--- config.mk ---
export PLATFORM = sky130hd
export DESIGN_NAME = rv_axi_rd_arbiter
export DESIGN_NICKNAME = d
export VERILOG_FILES = /design/src/rtl/rv_axi_pkg.sv /design/src/rtl/rv_axi_rd_arbiter_outst.sv /design/src/rtl/rv_axi_rd_arbiter.sv
export SDC_FILE = /design/constraint.sdc
export NUM_CORES = 1
export LEC_CHECK = 0
export CELL_PAD_IN_SITES_DETAIL_PLACEMENT = 0
export CELL_PAD_IN_SITES_GLOBAL_PLACEMENT = 2
export CORE_AREA = 2 2 155 157
export CTS_BUF_LIST = sky130_fd_sc_hd__clkbuf_2
export CTS_CLUSTER_SIZE = 40
export DETAILED_ROUTE_END_ITERATION = 12
export DIE_AREA = 0 0 157 159
export GPL_ROUTABILITY_DRIVEN = 0
export PLACE_DENSITY_LB_ADDON = 0.2
export RECOVER_POWER = 50
export SLEW_MARGIN = 40
export SYNTH_ARGS = -nofsm -noshare
export SYNTH_HDL_FRONTEND = slang
export SYNTH_HIERARCHICAL = 1
export SYNTH_SLANG_ARGS = --single-unit
--- constraint.sdc ---
create_clock -name m_axi_aclk -period 3.3 [get_ports m_axi_aclk]
set_input_delay 0.99 -clock m_axi_aclk [delete_from_list [all_inputs] [get_ports m_axi_aclk]]
set_output_delay 0.99 -clock m_axi_aclk [all_outputs]
set_load 0.01 [all_outputs]
--- src/rtl/rv_axi_pkg.sv ---
// -----------------------------------------------------------------------------
// rv_axi_pkg
// Shared types and constants for the two-requester AXI4 read arbiter:
//   - ar_state_e   : AR issue state machine encoding (AR_IDLE / AR_ISSUE)
//   - BURST_* / RESP_* : AXI burst and response codes
//   - OUTST_CNT_W  : width of the per-requester outstanding-burst counters
//   - rr_pick()    : two-way round-robin selection helper
// -----------------------------------------------------------------------------
package rv_axi_pkg;

  typedef enum logic [0:0] {
    AR_IDLE  = 1'b0,
    AR_ISSUE = 1'b1
  } ar_state_e;

  localparam logic [1:0] BURST_FIXED = 2'b00;
  localparam logic [1:0] BURST_INCR  = 2'b01;
  localparam logic [1:0] BURST_WRAP  = 2'b10;

  localparam logic [1:0] RESP_OKAY   = 2'b00;
  localparam logic [1:0] RESP_SLVERR = 2'b10;

  localparam int OUTST_CNT_W = 4;

  // One-hot pick of the eligible requester at or after the pointer.
  function automatic logic [1:0] rr_pick(input logic [1:0] eligible, input logic ptr);
    logic [1:0] pick;
    pick = 2'b00;
    if (ptr == 1'b0) begin
      if (eligible[0]) pick = 2'b01;
      else if (eligible[1]) pick = 2'b10;
      else pick = 2'b00;
    end else begin
      if (eligible[1]) pick = 2'b10;
      else if (eligible[0]) pick = 2'b01;
      else pick = 2'b00;
    end
    return pick;
  endfunction

endpackage

--- src/rtl/rv_axi_rd_arbiter_outst.sv ---
// -----------------------------------------------------------------------------
// rv_outst_counter
// Saturating up/down counter of outstanding read bursts for one requester.
// Ports:
//   clk, rst_n : clock, asynchronous active-low reset
//   inc        : a burst was granted this cycle
//   dec        : the last beat of a burst was accepted this cycle
//   count      : current number of outstanding bursts
//   full       : count has reached MAX_OUTST (no further grants allowed)
// -----------------------------------------------------------------------------
module rv_outst_counter
  import rv_axi_pkg::*;
#(
  parameter int MAX_OUTST = 4
) (
  input  logic                   clk,
  input  logic                   rst_n,
  input  logic                   inc,
  input  logic                   dec,
  output logic [OUTST_CNT_W-1:0] count,
  output logic                   full
);

  localparam logic [OUTST_CNT_W-1:0] MAX_VAL = OUTST_CNT_W'(MAX_OUTST);
  localparam logic [OUTST_CNT_W-1:0] ONE     = OUTST_CNT_W'(1);
  localparam logic [OUTST_CNT_W-1:0] ZERO    = OUTST_CNT_W'(0);

  logic [OUTST_CNT_W-1:0] count_r;

  // Count grants up and completed bursts down; a stray rlast at zero is held at zero.
  always_ff @(posedge clk or negedge rst_n) begin
    if (!rst_n) begin
      count_r <= ZERO;
    end else if (inc && !dec) begin
      if (count_r != MAX_VAL) count_r <= count_r + ONE;
    end else if (dec && !inc) begin
      if (count_r != ZERO) count_r <= count_r - ONE;
    end
  end

  assign count = count_r;
  assign full  = (count_r >= MAX_VAL);

endmodule

--- src/rtl/rv_axi_rd_arbiter.sv ---
// -----------------------------------------------------------------------------
// rv_axi_rd_arbiter
// Shares one AXI4 master read path between requester 0 (core memory port)
// and requester 1 (host debug/loader). AR requests are granted round-robin,
// registered into a single output slice and tagged with the requester index
// in the ID MSB; R beats are steered back combinationally by that MSB.
// Ports:
//   m_axi_aclk, m_axi_aresetn : clock, asynchronous active-low reset
//   s_ar* / s_r*              : packed per-requester AR and shared R channels
//   m_axi_ar* / m_axi_r*      : master AR and R channels
// Optional: define RV_AXI_RD_ARB_PERF_EN to add perf_grant0/1 and
// perf_beats0/1 (32-bit wrapping grant and R-beat counters).
// -----------------------------------------------------------------------------
module rv_axi_rd_arbiter
  import rv_axi_pkg::*;
#(
  parameter int M_ID_WIDTH = 5,
  parameter int ADDR_WIDTH = 32,
  parameter int DATA_WIDTH = 64,
  parameter int MAX_OUTST  = 4
) (
  input  logic                          m_axi_aclk,
  input  logic                          m_axi_aresetn,
  input  logic [1:0]                    s_arvalid,
  output logic [1:0]                    s_arready,
  input  logic [2*(M_ID_WIDTH-1)-1:0]   s_arid,
  input  logic [2*ADDR_WIDTH-1:0]       s_araddr,
  input  logic [15:0]                   s_arlen,
  input  logic [5:0]                    s_arsize,
  input  logic [3:0]                    s_arburst,
  output logic [1:0]                    s_rvalid,
  input  logic [1:0]                    s_rready,
  output logic [M_ID_WIDTH-2:0]         s_rid,
  output logic [DATA_WIDTH-1:0]         s_rdata,
  output logic [1:0]                    s_rresp,
  output logic                          s_rlast,
  output logic                          m_axi_arvalid,
  input  logic                          m_axi_arready,
  output logic [M_ID_WIDTH-1:0]         m_axi_arid,
  output logic [ADDR_WIDTH-1:0]         m_axi_araddr,
  output logic [7:0]                    m_axi_arlen,
  output logic [2:0]                    m_axi_arsize,
  output logic [1:0]                    m_axi_arburst,
  input  logic                          m_axi_rvalid,
  output logic                          m_axi_rready,
  input  logic [M_ID_WIDTH-1:0]         m_axi_rid,
  input  logic [DATA_WIDTH-1:0]         m_axi_rdata,
  input  logic [1:0]                    m_axi_rresp,
  input  logic                          m_axi_rlast
`ifdef RV_AXI_RD_ARB_PERF_EN
  ,
  output logic [31:0]                   perf_grant0,
  output logic [31:0]                   perf_grant1,
  output logic [31:0]                   perf_beats0,
  output logic [31:0]                   perf_beats1
`endif
);

  localparam int SID_W = M_ID_WIDTH - 1;

  ar_state_e              state_r;
  logic                   ptr_r;
  logic [M_ID_WIDTH-1:0]  arid_r;
  logic [ADDR_WIDTH-1:0]  araddr_r;
  logic [7:0]             arlen_r;
  logic [2:0]             arsize_r;
  logic [1:0]             arburst_r;

  logic [1:0]             full_s;
  logic [1:0]             eligible_s;
  logic [1:0]             grant_s;
  logic                   gnt_idx_s;
  logic [1:0]             dec_s;
  logic                   sel_s;
  logic                   r_hs_s;
  logic [OUTST_CNT_W-1:0] cnt0_s;
  logic [OUTST_CNT_W-1:0] cnt1_s;

  assign eligible_s = s_arvalid & ~full_s;

  // Grants are only made from IDLE, so at most one burst is in the output slice.
  always_comb begin
    grant_s = 2'b00;
    if (state_r == AR_IDLE) grant_s = rr_pick(eligible_s, ptr_r);
    else grant_s = 2'b00;
  end

  assign gnt_idx_s = grant_s[1];
  assign s_arready = grant_s;

  // AR slice: capture the winner's payload on grant, release on master handshake.
  always_ff @(posedge m_axi_aclk or negedge m_axi_aresetn) begin
    if (!m_axi_aresetn) begin
      state_r   <= AR_IDLE;
      ptr_r     <= 1'b0;
      arid_r    <= '0;
      araddr_r  <= '0;
      arlen_r   <= 8'd0;
      arsize_r  <= 3'd0;
      arburst_r <= 2'b00;
    end else begin
      case (state_r)
        AR_IDLE: begin
          if (grant_s != 2'b00) begin
            state_r   <= AR_ISSUE;
            arid_r    <= {gnt_idx_s, (gnt_idx_s ? s_arid[2*SID_W-1:SID_W] : s_arid[SID_W-1:0])};
            araddr_r  <= gnt_idx_s ? s_araddr[2*ADDR_WIDTH-1:ADDR_WIDTH] : s_araddr[ADDR_WIDTH-1:0];
            arlen_r   <= gnt_idx_s ? s_arlen[15:8]   : s_arlen[7:0];
            arsize_r  <= gnt_idx_s ? s_arsize[5:3]   : s_arsize[2:0];
            arburst_r <= gnt_idx_s ? s_arburst[3:2]  : s_arburst[1:0];
          end
        end
        AR_ISSUE: begin
          if (m_axi_arready) begin
            state_r <= AR_IDLE;
            // The ID MSB is the granted index; the other requester is favoured next.
            ptr_r   <= ~arid_r[M_ID_WIDTH-1];
          end
        end
        default: state_r <= AR_IDLE;
      endcase
    end
  end

  assign m_axi_arvalid = (state_r == AR_ISSUE);
  assign m_axi_arid    = arid_r;
  assign m_axi_araddr  = araddr_r;
  assign m_axi_arlen   = arlen_r;
  assign m_axi_arsize  = arsize_r;
  assign m_axi_arburst = arburst_r;

  // R steering: the ID MSB names the requester that owns the beat.
  assign sel_s        = m_axi_rid[M_ID_WIDTH-1];
  assign s_rvalid     = {m_axi_rvalid & sel_s, m_axi_rvalid & ~sel_s};
  assign m_axi_rready = s_rready[sel_s];
  assign s_rid        = m_axi_rid[M_ID_WIDTH-2:0];
  assign s_rdata      = m_axi_rdata;
  assign s_rresp      = m_axi_rresp;
  assign s_rlast      = m_axi_rlast;

  assign r_hs_s = m_axi_rvalid & m_axi_rready;
  assign dec_s  = {r_hs_s & m_axi_rlast & sel_s, r_hs_s & m_axi_rlast & ~sel_s};

  rv_outst_counter #(.MAX_OUTST(MAX_OUTST)) u_outst0 (
    .clk   (m_axi_aclk),
    .rst_n (m_axi_aresetn),
    .inc   (grant_s[0]),
    .dec   (dec_s[0]),
    .count (cnt0_s),
    .full  (full_s[0])
  );

  rv_outst_counter #(.MAX_OUTST(MAX_OUTST)) u_outst1 (
    .clk   (m_axi_aclk),
    .rst_n (m_axi_aresetn),
    .inc   (grant_s[1]),
    .dec   (dec_s[1]),
    .count (cnt1_s),
    .full  (full_s[1])
  );

`ifdef RV_AXI_RD_ARB_PERF_EN
  logic [31:0] perf_grant0_r;
  logic [31:0] perf_grant1_r;
  logic [31:0] perf_beats0_r;
  logic [31:0] perf_beats1_r;

  // Free-running wrapping event counters for grants and accepted R beats.
  always_ff @(posedge m_axi_aclk or negedge m_axi_aresetn) begin
    if (!m_axi_aresetn) begin
      perf_grant0_r <= 32'd0;
      perf_grant1_r <= 32'd0;
      perf_beats0_r <= 32'd0;
      perf_beats1_r <= 32'd0;
    end else begin
      if (grant_s[0]) perf_grant0_r <= perf_grant0_r + 32'd1;
      if (grant_s[1]) perf_grant1_r <= perf_grant1_r + 32'd1;
      if (r_hs_s && !sel_s) perf_beats0_r <= perf_beats0_r + 32'd1;
      if (r_hs_s && sel_s) perf_beats1_r <= perf_beats1_r + 32'd1;
    end
  end

  assign perf_grant0 = perf_grant0_r;
  assign perf_grant1 = perf_grant1_r;
  assign perf_beats0 = perf_beats0_r;
  assign perf_beats1 = perf_beats1_r;
`endif

endmodule
==> flow_summary.rst, run 1 <==
.. list-table::
   :header-rows: 1

   * - Metric
     - Value
   * - Instance count of the mapped netlist
     - 502
   * - Library cells used by synthesis
     - 36
   * - Detailed-route via count
     - 4,147
   * - Type of destination of the critical path
     - output port
   * - H-tree levels
     - 3
   * - Part of the Yosys area used for sequential elements
     - 32.9%
   * - Number of cell rows
     - 56
   * - Routed vias/inst
     - 4.62
   * - Status
     - completed
   * - Met3 Resource Use GR
     - 3.10%
   * - Maximum capacitance violations
     - 0
   * - Effective utilization at floorplan
     - 19.7%
   * - Area of the mapped netlist
     - 4560 um2
   * - Pin count of the biggest net entering global routing
     - 55
   * - Post-DR wirelength/cell
     - 19.0 um
   * - Category of the worst setup path launch point
     - input pin
   * - Fraction of final layout cells sized beyond drive strength 1
     - 12.4%
   * - Transition time at the pin with the least slew margin
     - 1040 ps
   * - TritonRoute pass-1 iters
     - 4
   * - Final Hold Viols
     - 0
   * - HPWL after detailed placement
     - 10,800 um
   * - Top fanout value on the critical path
     - 3
   * - Antenna violations before repair
     - 0
   * - Max-slew violation total from the final report
     - 0
   * - Dominant synthesized flop cell
     - dfrtp_1
   * - Multiplexer area fraction after synthesis
     - 0.494%
   * - Count of nets left with antenna violations after detail routing
     - 0
   * - Adder-cell share of the synthesized area
     - 2.52%
   * - Post-layout worst setup margin
     - 92.6 ps
   * - Most frequent cells in the layout
     - 160 x clkdlybuf4s50_1, 59 x dfrtp_1, 55 x inv_1
   * - Buffer cell driving the clock tree root
     - clkbuf_2
   * - Die H
     - 159 um
   * - Global-route wire length before repair
     - 26,400 um
   * - Worst-Skew Late Latency
     - 520 ps
   * - Clock transition at the register clock pins on the worst setup and hold paths after CTS
     - 190 ps
   * - Worst setup path category
     - input pin to output port
   * - Warnings, synthesis
     - 6
   * - Leading cell type in the layout, fill and taps excluded
     - clkdlybuf4s50_1
   * - Dominant combinational cell family by area after synthesis
     - compound AO/OA/AOI/OAI gates
   * - IO Count
     - 305
   * - Syn_area_per_cell
     - 9.09 um2
   * - Setup repair after global routing missed its margin
     - no
   * - Area growth from synthesis to layout
     - 35.0%
   * - Via count of the first global-routing pass
     - 4,469
   * - Initial detailed-routing violation count
     - 211
   * - Layer with the highest usage after global routing
     - met2
   * - Achievable clock frequency
     - 312 MHz
   * - Net count of the finished layout
     - 762
   * - Final setup vio count
     - 0
   * - Routed wire length
     - 17,100 um
   * - Aggregate global-route resource usage
     - 13.7%
   * - Number of hold-repair buffers added at the cts stage
     - 0
   * - Global Route met2 Usage
     - 21.3%
   * - Crit path time final
     - 3210 ps
   * - Worst-case vdd ir drop
     - 0.000246 V
   * - Post-route clock period utilization
     - 97.2%
   * - Clk sinks
     - 60
   * - Number of enable flip-flop cells after synthesis
     - 0
   * - Global-route met1 utilization
     - 18.5%
   * - Final antenna diode count
     - 0
   * - Post-Synthesis Net Count
     - 688
   * - Post-Synth Simple-Gate Area
     - 14.8%
   * - Number of buffers inserted by port buffering
     - 164
   * - Global-route congestion overflow total
     - 0
   * - Final core utilization
     - 26.6%
   * - DRC violations left
     - 0
   * - Maximum clock path buffer count
     - 2
   * - Place WS
     - -212 ps
   * - Worst slew margin
     - 30.8%
   * - Cts bufs inserted
     - 9
   * - Fraction of registers with async set or reset after synthesis
     - 100%
   * - Core region area
     - 23,200 um2
   * - Required time at the worst-slack endpoint
     - 2310 ps
   * - # fillers
     - 2,501
   * - TritonCTS clock tree
     - yes
   * - Die Span X
     - 157 um
   * - Compound-Gate Fraction of Synth Area
     - 26.7%
   * - Static leakage
     - 2.49 nW
   * - Die area
     - 25,000 um2
   * - Crit path DAT
     - 2220 ps
   * - Synthesized-area fraction occupied by xor and xnor cells
     - 1.15%
   * - Max Clock Skew
     - 29.6 ps
   * - Count of state elements after synthesis
     - 60
   * - Pwr/cell area
     - 752 nW/um2
   * - Hold crit path type
     - register to register
[metrics by stage]
stage,cells,setup TNS (ps),power [mW],hold slack (ps),area [um2]
final,898,0,4.63,510,6160
after global routing,898,0,5.04,534,6160
after CTS,896,0,4.68,291,6140
after detailed placement,882,-337,4.17,485,6040
after global placement,882,-320,4.15,489,6040
after floorplan,502,0,2.98,459,4560
[per-layer routing]
layer | up-vias | share of wire [%]
met1 | 2032 | 46
met3 | 39 | 6.4
met2 | 159 | 45
li1 | 1917 | -
met5 | - | 0
met4 | 0 | 2.0
[registers in the layout, summed over array words and instances, names as in the netlist]
signal	count
u_outst1/count	4
u_outst0/count	4
ptr_r	1
m_axi_arlen	8
m_axi_araddr	32
m_axi_arsize	3
m_axi_arburst	2
m_axi_arvalid	1
m_axi_arid	5
[power breakdown]
group	internal [mW]	switching [mW]
combinational	1.43	1.37
clock	0.164	0.315
sequential	1.10	0.247
[synth_stat cells (2+ instances only)]
library cell,instances,area (um2)
buf_4,71,533
dfrtp_1,60,1500
inv_1,55,206
o21ai_0,50,250
a22oi_1,49,368
clkbuf_1,40,150
a221oi_1,39,342
nor4bb_1,39,390
buf_2,13,65.1
a221oi_2,10,150
nand2_1,9,33.8
a21oi_1,8,40.0
and4bb_2,8,100
ha_1,6,75.1
xnor2_1,6,52.6
nor2_1,5,18.8
nand2b_1,4,25.0
a21oi_2,2,17.5
and3_1,2,12.5
and4bb_1,2,25.0
buf_6,2,22.5
fa_1,2,40.0
mux2_2,2,22.5
nand3_1,2,10.0
nor3_1,2,10.0
o21ai_2,2,17.5
or2_2,2,12.5
or3b_1,2,17.5
[worst paths after layout]
path / from / end / slack, ps / cells past startpoint
max reg2reg: u_outst1/count[2]$_DFFE_PN0P_ / u_outst1/count[3]$_DFFE_PN0P_ / 710 / 11
min: u_outst0/count[3]$_DFFE_PN0P_ / u_outst0/count[3]$_DFFE_PN0P_ / 510 / 1
max: m_axi_rvalid / s_rvalid[0] / 90 / 3
min reg2reg: u_outst0/count[3]$_DFFE_PN0P_ / u_outst0/count[3]$_DFFE_PN0P_ / 510 / 1
min in group asynchronous: m_axi_aresetn / m_axi_araddr[8]$_DFFE_PN0P_ / 560 / 1
max in group asynchronous: m_axi_aresetn / m_axi_arvalid$_DFF_PN0_ / 1190 / 2
[final cells by class]
cell class / count / area (um2) / area share [%]
multi-input cells: 261 / 2110 / 34.3
flip-flops and latches: 60 / 1510 / 24.4
clock buffers: 10 / 50.0 / 0.813
repair buffers: 189 / 1840 / 29.9
clock inverters: 4 / 42.5 / 0.691
inverters: 55 / 206 / 3.35
well taps: 319 / 399 / 6.48
[worst max-delay path, cell delays in order]
cell and delay [ps]:
clkdlybuf4s50_1 510, nor2b_1 170, clkdlybuf4s50_1 550
[kinds of logic after synthesis]
group           Yosys count
fa+ha+maj                 8
mux                       2
xor+xnor                  6
compound gates          165
simple gates             80
flops                    60
buf+inv                 181
[timing repair]
action                                  in CTS  in global routing
endpoints found under the setup margin       2                  2
buffers inserted                             0                  2
cloned                                       0                  0
resized for setup                            5                  4
endpoints found under the hold margin        0                  0
Note: power is estimated with default switching activity, not from simulation.
==> run 2: changes to the inputs <==
CORE_AREA = 2 2 148 150   (was 2 2 155 157)
DIE_AREA = 0 0 150 152   (was 0 0 157 159)
MAX_ROUTING_LAYER = met4   (was default)
SYNTH_HIERARCHICAL = default   (was 1)
==> flow_summary.rst, run 2 <==
.. list-table::
   :header-rows: 1

   * - Metric
     - Value
   * - Routed wire length
     - 9560 um
   * - Category of the worst setup path launch point
     - input pin
   * - Failing checks
     - max-capacitance violations, max-slew violations
   * - Die Span X
     - 150 um
   * - Sequential cell area
     - 1500 um2
   * - Hold crit path type
     - register to register
   * - Worst slew margin
     - -16.9%
   * - DRC violations left
     - 0
   * - Pwr/cell area
     - 752 nW/um2
   * - Count of nets left with antenna violations after detail routing
     - 0
   * - Maximum clock path buffer count
     - 2
   * - Number of buffers inserted by port buffering
     - 164
   * - Aggregate global-route resource usage
     - 8.82%
   * - Cell type of the slowest stage on the worst timing path
     - clkdlybuf4s50_1
   * - Reg-to-Reg Start
     - m_axi_arvalid$_DFF_PN0_
   * - Buffer cell driving the clock tree root
     - clkbuf_2
   * - Most frequent cells in the layout
     - 156 x clkdlybuf4s50_1, 60 x dfrtp_1, 50 x o21ai_1, 50 x mux2i_1, 49 x nand2_1
   * - Cell types with the highest counts after synthesis
     - 73 x buf_4, 60 x dfrtp_1, 50 x mux2i_1, 50 x o21ai_1, 49 x nand2_1
   * - Post-Synthesis Net Count
     - 538
   * - Routed vias/inst
     - 3.66
   * - Max reg flops
     - 32
   * - Post-CTS Setup Bufs
     - 0
   * - Max Clock Skew
     - 17.7 ps
   * - Clk sinks
     - 60
   * - IO Count
     - 305
   * - Antenna violations before repair
     - 0
   * - Hold Path Origin
     - m_axi_araddr[3]$_DFFE_PN0P_
   * - Transition time at the pin with the least slew margin
     - 1750 ps
   * - Part of the Yosys area used for sequential elements
     - 42.1%
   * - Clock transition at the register clock pins on the worst setup and hold paths after CTS
     - 150 ps
   * - # fillers
     - 2,358
   * - Number of cell rows
     - 54
   * - Worst-Skew Late Latency
     - 500 ps
   * - Library cells used by synthesis
     - 43
   * - Placed Instance Area
     - 5040 um2
   * - Area share of the largest cell type after synthesis
     - 42.1%
   * - Final setup vio count
     - 0
   * - Instance count of the mapped netlist
     - 355
   * - Most common cell in the netlist
     - buf_4
   * - Final Hold Viols
     - 0
   * - Global-route congestion overflow total
     - 0
   * - Max-slew violation total from the final report
     - 30
   * - Crit path cell chain
     - clkdlybuf4s50_1 -> buf_4 -> nand4bb_1 -> and2_4 -> dlygate4sd2_1
   * - Area of the mapped netlist
     - 3560 um2
   * - Number of enable flip-flop cells after synthesis
     - 0
   * - Cell types occupying the most area after synthesis
     - dfrtp_1 42%, buf_4 15%, mux2i_1 14%
   * - Reg-to-reg setup timing slack
     - 780 ps
   * - TritonCTS clock tree
     - yes
   * - Final Instance Area
     - 5120 um2
   * - Type of destination of the critical path
     - output port
   * - Warnings, synthesis
     - 0
   * - Syn_area_per_cell
     - 10.0 um2
   * - Setup total negative slack
     - 0 ps
   * - Fraction of final layout cells sized beyond drive strength 1
     - 8.71%
   * - Cts bufs inserted
     - 9
   * - Place WS
     - -316 ps
   * - Initial detailed-routing violation count
     - 64
   * - Die area
     - 22,800 um2
   * - Worst-case vdd ir drop
     - 0.000225 V
   * - Die H
     - 152 um
   * - Pin count of the biggest net entering global routing
     - 54
   * - Count of state elements after synthesis
     - 60
   * - Crit path DAT
     - 2260 ps
   * - Dominant cell type by area after synthesis
     - dfrtp_1
   * - Fraction of registers with async set or reset after synthesis
     - 100%
   * - Required time at the worst-slack endpoint
     - 2310 ps
   * - Detailed-route via count
     - 2,702
   * - Core region area
     - 21,400 um2
   * - Delay of the slowest critical-path stage
     - 500 ps
   * - Post-DR wirelength/cell
     - 12.9 um
   * - Layout Cells excl Fill
     - 739
   * - Post-layout worst setup margin
     - 45.6 ps
   * - H-tree levels
     - 3
   * - Worst setup path category
     - input pin to output port
   * - Combined area of the multi-input logic cells
     - 1420 um2
   * - Top fanout value on the critical path
     - 3
   * - HPWL after detailed placement
     - 7140 um
   * - Crit path time final
     - 3250 ps
   * - Cell count after placement
     - 724
   * - Dominant synthesized flop cell
     - dfrtp_1
   * - Status
     - finished with violations
   * - Via count of the first global-routing pass
     - 2,899
   * - Overall power consumption
     - 3.85 mW
   * - Maximum capacitance violations
     - 1
   * - Global-route wire length before repair
     - 15,100 um
   * - TritonRoute pass-1 iters
     - 4
   * - Crit path from
     - s_arvalid[1]
   * - Net count of the finished layout
     - 638
   * - Final antenna diode count
     - 0
   * - Static leakage
     - 2.38 nW
   * - Post-route clock period utilization
     - 98.6%
   * - Effective utilization at floorplan
     - 16.7%
   * - Leading cell type in the layout, fill and taps excluded
     - clkdlybuf4s50_1
   * - Achievable clock frequency
     - 307 MHz
   * - Area growth from synthesis to layout
     - 43.6%
## run 2: final cells by class
class,instances,share of cell area (%)
flip-flops and latches,60,29.3
multi-input cells,201,27.8
repair buffers,177,34.1
inverters,6,0.440
clock buffers,11,1.08
clock inverters,4,0.342
well taps,280,6.85
## run 2: final timing paths
| path | cells after the start | endpoint |
|---|---|---|
| min | 2 | m_axi_araddr[3]$_DFFE_PN0P_ |
| max in group asynchronous | 2 | m_axi_araddr[6]$_DFFE_PN0P_ |
| min in group asynchronous | 1 | m_axi_araddr[24]$_DFFE_PN0P_ |
| max | 5 | s_arready[0] |
| min reg2reg | 2 | m_axi_araddr[3]$_DFFE_PN0P_ |
| max reg2reg | 8 | u_outst1.count[2]$_DFFE_PN0P_ |
## run 2: report_power, final
group	internal, mW	leakage, nW	switching (mW)	total [mW]
combinational	1.15	1.59	0.945	2.10
clock	0.0946	0.0566	0.287	0.381
sequential	1.10	0.734	0.269	1.37
## run 2: worst max-delay path: cells and delay by family
family,cells,cell delay [ps]
buf+inv,3,910
simple gates,2,350
## run 2: kinds of logic after synthesis
| logic type | share of synthesized area, % |
|---|---|
| buffers and inverters | 18.7 |
| AND/OR/NAND/NOR | 10.3 |
| AO/OA/AOI/OAI | 9.59 |
| flip-flops | 42.1 |
| multiplexers | 15.8 |
| XOR/XNOR | 1.47 |
| adder cells (fa/ha/maj) | 1.97 |
## run 2: metrics by stage
step                util (%)  hold WS, ps
finish                  24.0          506
global route            24.0          542
CTS                     24.0          458
detailed placement      23.6          478
global placement        23.6          467
floorplan                  -          514
## run 2: layer usage
layer  routed length, um  up-vias  share of wire, %  GRT usage (%)
met4                 147        0               1.5           2.70
li1                    -     1338                 -              -
met1                3890     1240                41           9.57
met5                   0        -                 0              -
met2                4800       98                50           14.7
met3                 717       26               7.5           3.60
## run 2: repair_timing
action | 4_1_cts | 5_1_grt
endpoints found under the setup margin | 3 | 4
gates cloned | 0 | 0
resized for setup | 5 | 4
pin swaps | 0 | 0
endpoints found under the hold margin | 0 | 0
hold buffers | 0 | 0
